[src/rtl/cond_decoder.sv]
// Condition-code evaluator with a one-entry valid/ready output register
// and a saturating counter of taken results.
module cond_decoder #(
   parameter int CNTW = 8
) (
   input  logic            clk,
   input  logic            rst_n,
   input  logic            in_valid,
   output logic            in_ready,
   input  logic            V,
   input  logic            N,
   input  logic            Z,
   input  logic [3:0]      cond,
   input  logic            clr_cnt,
   output logic            out_valid,
   input  logic            out_ready,
   output logic            taken,
   output logic            cond_err,
   output logic [CNTW-1:0] taken_cnt
);

   typedef enum logic {EMPTY = 1'b0, FULL = 1'b1} state_t;

   state_t            r_state_p1;
   logic              r_taken_p1;
   logic              r_err_p1;
   logic [CNTW-1:0]   r_cnt_p1;
   logic              w_accept;
   logic [1:0]        w_res_p0;

   // Result packed as {cond_err, taken}; reserved codes never report taken.
   function automatic logic [1:0] eval_cond(input logic [3:0] c, input logic v,
                                            input logic n, input logic z);
      logic lt;
      logic [1:0] res;
      lt  = n ^ v;
      res = 2'b10;
      case (c)
         4'd0:    res = {1'b0, z};
         4'd1:    res = {1'b0, ~z};
         4'd2:    res = {1'b0, n};
         4'd3:    res = {1'b0, ~n};
         4'd4:    res = {1'b0, v};
         4'd5:    res = {1'b0, ~v};
         4'd6:    res = {1'b0, lt};
         4'd7:    res = {1'b0, ~lt};
         4'd8:    res = {1'b0, ~z & ~lt};
         4'd9:    res = {1'b0, z | lt};
         4'd10:   res = 2'b01;
         4'd11:   res = 2'b00;
         default: res = 2'b10;
      endcase
      return res;
   endfunction

   function automatic logic [CNTW-1:0] sat_inc(input logic [CNTW-1:0] c);
      return (&c) ? c : c + 1'b1;
   endfunction

   assign out_valid = (r_state_p1 == FULL);
   assign in_ready  = ~out_valid | out_ready;
   assign w_accept  = in_valid & in_ready;
   assign w_res_p0  = eval_cond(cond, V, N, Z);
   assign taken     = r_taken_p1;
   assign cond_err  = r_err_p1;
   assign taken_cnt = r_cnt_p1;

   // Stage p0 -> p1: evaluate on acceptance, hold while downstream stalls.
   always_ff @(posedge clk or negedge rst_n) begin
      if (!rst_n) begin
         r_state_p1 <= EMPTY;
         r_taken_p1 <= 1'b0;
         r_err_p1   <= 1'b0;
         r_cnt_p1   <= '0;
      end else begin
         case (r_state_p1)
            EMPTY:   if (w_accept) r_state_p1 <= FULL;
            FULL:    if (out_ready && !w_accept) r_state_p1 <= EMPTY;
            default: r_state_p1 <= EMPTY;
         endcase
         if (w_accept) begin
            r_taken_p1 <= w_res_p0[0];
            r_err_p1   <= w_res_p0[1];
         end
         if (clr_cnt)
            r_cnt_p1 <= '0;
         else if (w_accept && w_res_p0 == 2'b01)
            r_cnt_p1 <= sat_inc(r_cnt_p1);
      end
   end

endmodule

[config.mk]
export PLATFORM = sky130hd
export DESIGN_NAME = cond_decoder
export DESIGN_NICKNAME = d
export VERILOG_FILES = /design/src/rtl/cond_decoder.sv
export SDC_FILE = /design/constraint.sdc
export NUM_CORES = 1
export LEC_CHECK = 0
export CAP_MARGIN = 15
export CORE_MARGIN = 2
export CORE_UTILIZATION = 42
export CTS_CLUSTER_SIZE = 40
export DETAILED_ROUTE_END_ITERATION = 7
export GPL_ROUTABILITY_DRIVEN = 0
export PLACE_DENSITY = 0.85
export SLEW_MARGIN = 20
export SYNTH_ARGS = -nofsm -noshare
export SYNTH_HDL_FRONTEND = slang
export SYNTH_SLANG_ARGS = --single-unit
[constraint.sdc]
create_clock -name clk -period 2.7 [get_ports clk]
set_input_delay 0.675 -clock clk [delete_from_list [all_inputs] [get_ports clk]]
set_output_delay 0.675 -clock clk [all_outputs]
set_load 0.02 [all_outputs]
==> tab_implementation.tex <==
\begin{tabular}{lr}
\hline
Metric & Value \\
\hline
\multicolumn{2}{l}{\textbf{Clock tree}} \\
\quad TritonCTS clock tree & yes \\
\quad Clock tree root buffer cell & sky130\_fd\_sc\_hd\_\_clkbuf\_4 \\
\quad Number of hold-repair buffers added at the cts stage & 0 \\
\quad Clock transition at path regs & 0.07 ns \\
\quad Total CTS buffers & 3 \\
\quad Clock sinks & 11 \\
\quad CTS max path bufs & 2 \\
\quad Htree depth & 1 \\
\quad Insertion delay of the later-clocked pin in the worst-skew pair & 0.27 ns \\
\quad Post-CTS setup-driven buffer insertion count & 0 \\
\quad Number of gates resized after cts & 0 \\
\multicolumn{2}{l}{\textbf{Routing}} \\
\quad Average wire per cell in the routed design & 12.5 µm \\
\quad WL met1 & 641 µm \\
\quad Met3 Wirelength & 51 µm \\
\quad Via density & 5.32 \\
\quad Post-detailed-route DRC marker count & 0 \\
\quad Total Routed Length & 1.37 mm \\
\quad Count of nets left with antenna violations after detail routing & 0 \\
\quad Max Used Layer & met4 \\
\quad Total iterations of the first detailed-routing run & 4 \\
\quad Number of design-rule violations left by the first detailed-router iteration & 6 \\
\quad Total number of vias & 585 \\
\quad Routed wire length on met2 & 668 µm \\
\multicolumn{2}{l}{\textbf{Power and ir drop}} \\
\quad Total power divided by cell area & 408 mW/mm² \\
\quad Lkg Pwr & 0.000387 µW \\
\quad Switching share of power & 27.5\% \\
\quad Worst voltage drop across the vdd grid & 0.266 mV \\
\quad Internal & 273 µW \\
\quad Clock share of power & 30.3\% \\
\quad Switching power total & 104 µW \\
\quad Reg power frac & 46.9\% \\
\quad Combinational fraction of design power & 22.8\% \\
\multicolumn{2}{l}{\textbf{Die}} \\
\quad Full die area & 0.00189 mm² \\
\quad Number of I/O pins & 24 \\
\quad Chip width & 43.5 µm \\
\quad Die span in y & 43.5 µm \\
\quad Placeable core region & 0.00149 mm² \\
\quad Cell Rows & 14 \\
\quad Effective utilization at floorplan & 44.0\% \\
\multicolumn{2}{l}{\textbf{Synth}} \\
\quad Number of synthesized register bits & 11 \\
\quad Top cells by area in the synthesized netlist & sky130\_fd\_sc\_hd\_\_dfrtp\_1 42\%, sky130\_fd\_sc\_hd\_\_and3\_4 5.2\%, sky130\_fd\_sc\_hd\_\_a21o\_1 4.6\%, sky130\_fd\_sc\_hd\_\_xnor2\_1 4.0\%, sky130\_fd\_sc\_hd\_\_nand3\_1 3.8\% \\
\quad Cell area after technology mapping & 656 µm² \\
\quad Top flip-flop cell by instance count after synthesis & sky130\_fd\_sc\_hd\_\_dfrtp\_1 \\
\quad Count of cell types in the netlist & 30 \\
\quad Synth warn & 0 \\
\quad Cell with the most instances after synthesis & sky130\_fd\_sc\_hd\_\_dfrtp\_1 \\
\quad Seq/Total Area, Yosys & 42.0\% \\
\quad Cell accounting for the most synthesized area & sky130\_fd\_sc\_hd\_\_dfrtp\_1 \\
\quad Async set-or-reset flop fraction in the synthesized netlist & 100\% \\
\quad Area share of the leading cell type in the synthesized netlist & 42.0\% \\
\quad Number of enable flip-flop cells after synthesis & 0 \\
\quad Nets in the synthesized netlist & 81 \\
\quad Mean area per synthesized cell & 9.64 µm² \\
\quad Most frequent cells after synthesis & 11 x sky130\_fd\_sc\_hd\_\_dfrtp\_1, 5 x sky130\_fd\_sc\_hd\_\_inv\_1, 5 x sky130\_fd\_sc\_hd\_\_nand2\_1, 5 x sky130\_fd\_sc\_hd\_\_nand3\_1, 5 x sky130\_fd\_sc\_hd\_\_nor2\_1 \\
\quad Synthesized instance count & 68 \\
\multicolumn{2}{l}{\textbf{STA}} \\
\quad Summed negative setup slack over all endpoints & 0 ns \\
\quad Max Clock Freq & 393 MHz \\
\quad Final setup vio count & 0 \\
\quad Crit share post-route & 94.3\% \\
\quad Max-Slew Margin vs Limit & 67.3\% \\
\quad RSZ-0062 raised after global routing & false \\
\quad Slew @ Worst Pin & 0.489 ns \\
\quad Time the final worst path needs with I/O delays and setup & 2.55 ns \\
\quad Final-report max-slew violation count & 0 \\
\quad Clock skew & 0.0106 ns \\
\quad Hold Violations, Final & 0 \\
\multicolumn{2}{l}{\textbf{Placed design}} \\
\quad Number of input and output port buffers inserted & 23 \\
\quad Total cell area at the placement stage & 898 µm² \\
\quad Estimated wirelength of the detail-placed design & 1.11 mm \\
\multicolumn{2}{l}{\textbf{Final layout}} \\
\quad Fill cell instance count of the final layout & 138 \\
\quad Count of inserted antenna diode cells & 0 \\
\quad Total non-filler cell area in the finished layout & 925 µm² \\
\quad Area growth from synthesis to layout & 41.0\% \\
\quad Share of post-route cells with drive strength above 1 & 9.57\% \\
\quad Number of nets in the final layout & 108 \\
\multicolumn{2}{l}{\textbf{Global route}} \\
\quad Number of antenna violations at the first check in global routing & 0 \\
\quad Remaining global-route overflow & 0 \\
\quad Wire length of the first global-routing pass & 2.38 mm \\
\quad Overall global routing resource usage & 17.1\% \\
\quad Largest net degree at the start of global routing & 12 \\
\quad Via count of the first global-routing pass & 556 \\
\multicolumn{2}{l}{\textbf{Critical path}} \\
\quad Critical path data arrival time & 1.87 ns \\
\quad Highest net fanout along the worst path & 3 \\
\quad Depth of the most critical reg-to-reg path & 7 \\
\quad Critical Path Start & out\_ready \\
\quad Critical setup path kind & primary input to primary output \\
\quad Startpoint Class & primary input \\
\quad CP endpoint kind & primary output \\
\quad R2r startpoint & taken\_cnt[0] \\
\quad Required time reported for the critical path endpoint & 2.03 ns \\
\multicolumn{2}{l}{\textbf{Worst hold path}} \\
\quad Path class of the lowest-slack min-delay path & flop to flop \\
\quad HP Start & taken \\
\quad Hold-critical path depth & 1 \\
\multicolumn{2}{l}{\textbf{Status}} \\
\quad Result of the run & complete, no violations \\
\multicolumn{2}{l}{\textbf{Job}} \\
\quad Max-cap viol count & 0 \\
\hline
\end{tabular}
[sequential cells by signal, indices dropped and copies added (netlist names)]
name / count
taken: 1
out_valid: 1
taken_cnt: 8
cond_err: 1
[stage by stage]
| step | setup WS [ns] | power (µW) | util (%) | cells | hold slack [ns] |
|---|---|---|---|---|---|
| floorplan | 0.543 | 223 | - | 68 | 0.379 |
| global placement | 0.166 | 264 | 60.3 | 106 | 0.473 |
| detailed placement | 0.0867 | 266 | 60.3 | 106 | 0.472 |
| CTS | 0.143 | 382 | 62.1 | 110 | 0.489 |
| global route | 0.0986 | 395 | 62.1 | 110 | 0.508 |
| finish | 0.153 | 377 | 62.1 | 110 | 0.486 |
[worst max-delay path, stage by stage]
cell                              delay (ns)
sky130_fd_sc_hd__clkdlybuf4s50_1        0.44
sky130_fd_sc_hd__nand2b_1               0.13
sky130_fd_sc_hd__clkdlybuf4s50_1        0.62
[power by group through the flow]
stage	Clock [µW]	Combinational, µW	Sequential, µW
after floorplan	0	34.6	189
after global placement	0	84.0	180
after detailed placement	0	86.4	180
after CTS	119	86.8	177
after global routing	124	93.7	178
final	114	85.9	177
[cells by family after synthesis]
logic type,Yosys count,synth area share [%]
AO/OA/AOI/OAI,16,18.5
AND/OR/NAND/NOR,26,22.5
adder cells (fa/ha/maj),1,1.91
buffers and inverters,7,5.15
flip-flops,11,42.0
XOR/XNOR,5,6.68
multiplexers,2,3.24
[metal layers]
layer / vias up / track usage, %
met1: 277 / 23.0
met3: 2 / 4.17
li1: 296 / -
met4: 0 / 5.45
met2: 10 / 27.2
met5: - / 0
[path summary, 6_finish.rpt]
kind | end | slack (ns)
worst max-delay path | in_ready | 0.15
worst min register to register | taken | 0.49
worst min-delay path | taken | 0.49
worst max register to register | taken_cnt[5] | 0.48
max in group asynchronous | taken | 1.63
min in group asynchronous | taken_cnt[2] | 0.73
[area by class of cell]
cell class	count	area, µm²	share of cell area, %
multi-input cells	50	347	37.5
flip-flops and latches	11	275	29.8
repair buffers	24	238	25.7
clock buffers	4	26.3	2.84
well taps	16	20.0	2.17
inverters	5	18.8	2.03
[cells in the final DEF (no fill, tap or decap), types with 4 or more instances in the layout]
cell type and n:
sky130_fd_sc_hd__nand3_1 5, sky130_fd_sc_hd__a21o_1 4, sky130_fd_sc_hd__dfrtp_1 11, sky130_fd_sc_hd__inv_1 5, sky130_fd_sc_hd__clkdlybuf4s50_1 23, sky130_fd_sc_hd__nor2_1 5
sky130_fd_sc_hd__nand2_1 5
Power figures use the tool's default switching activity.
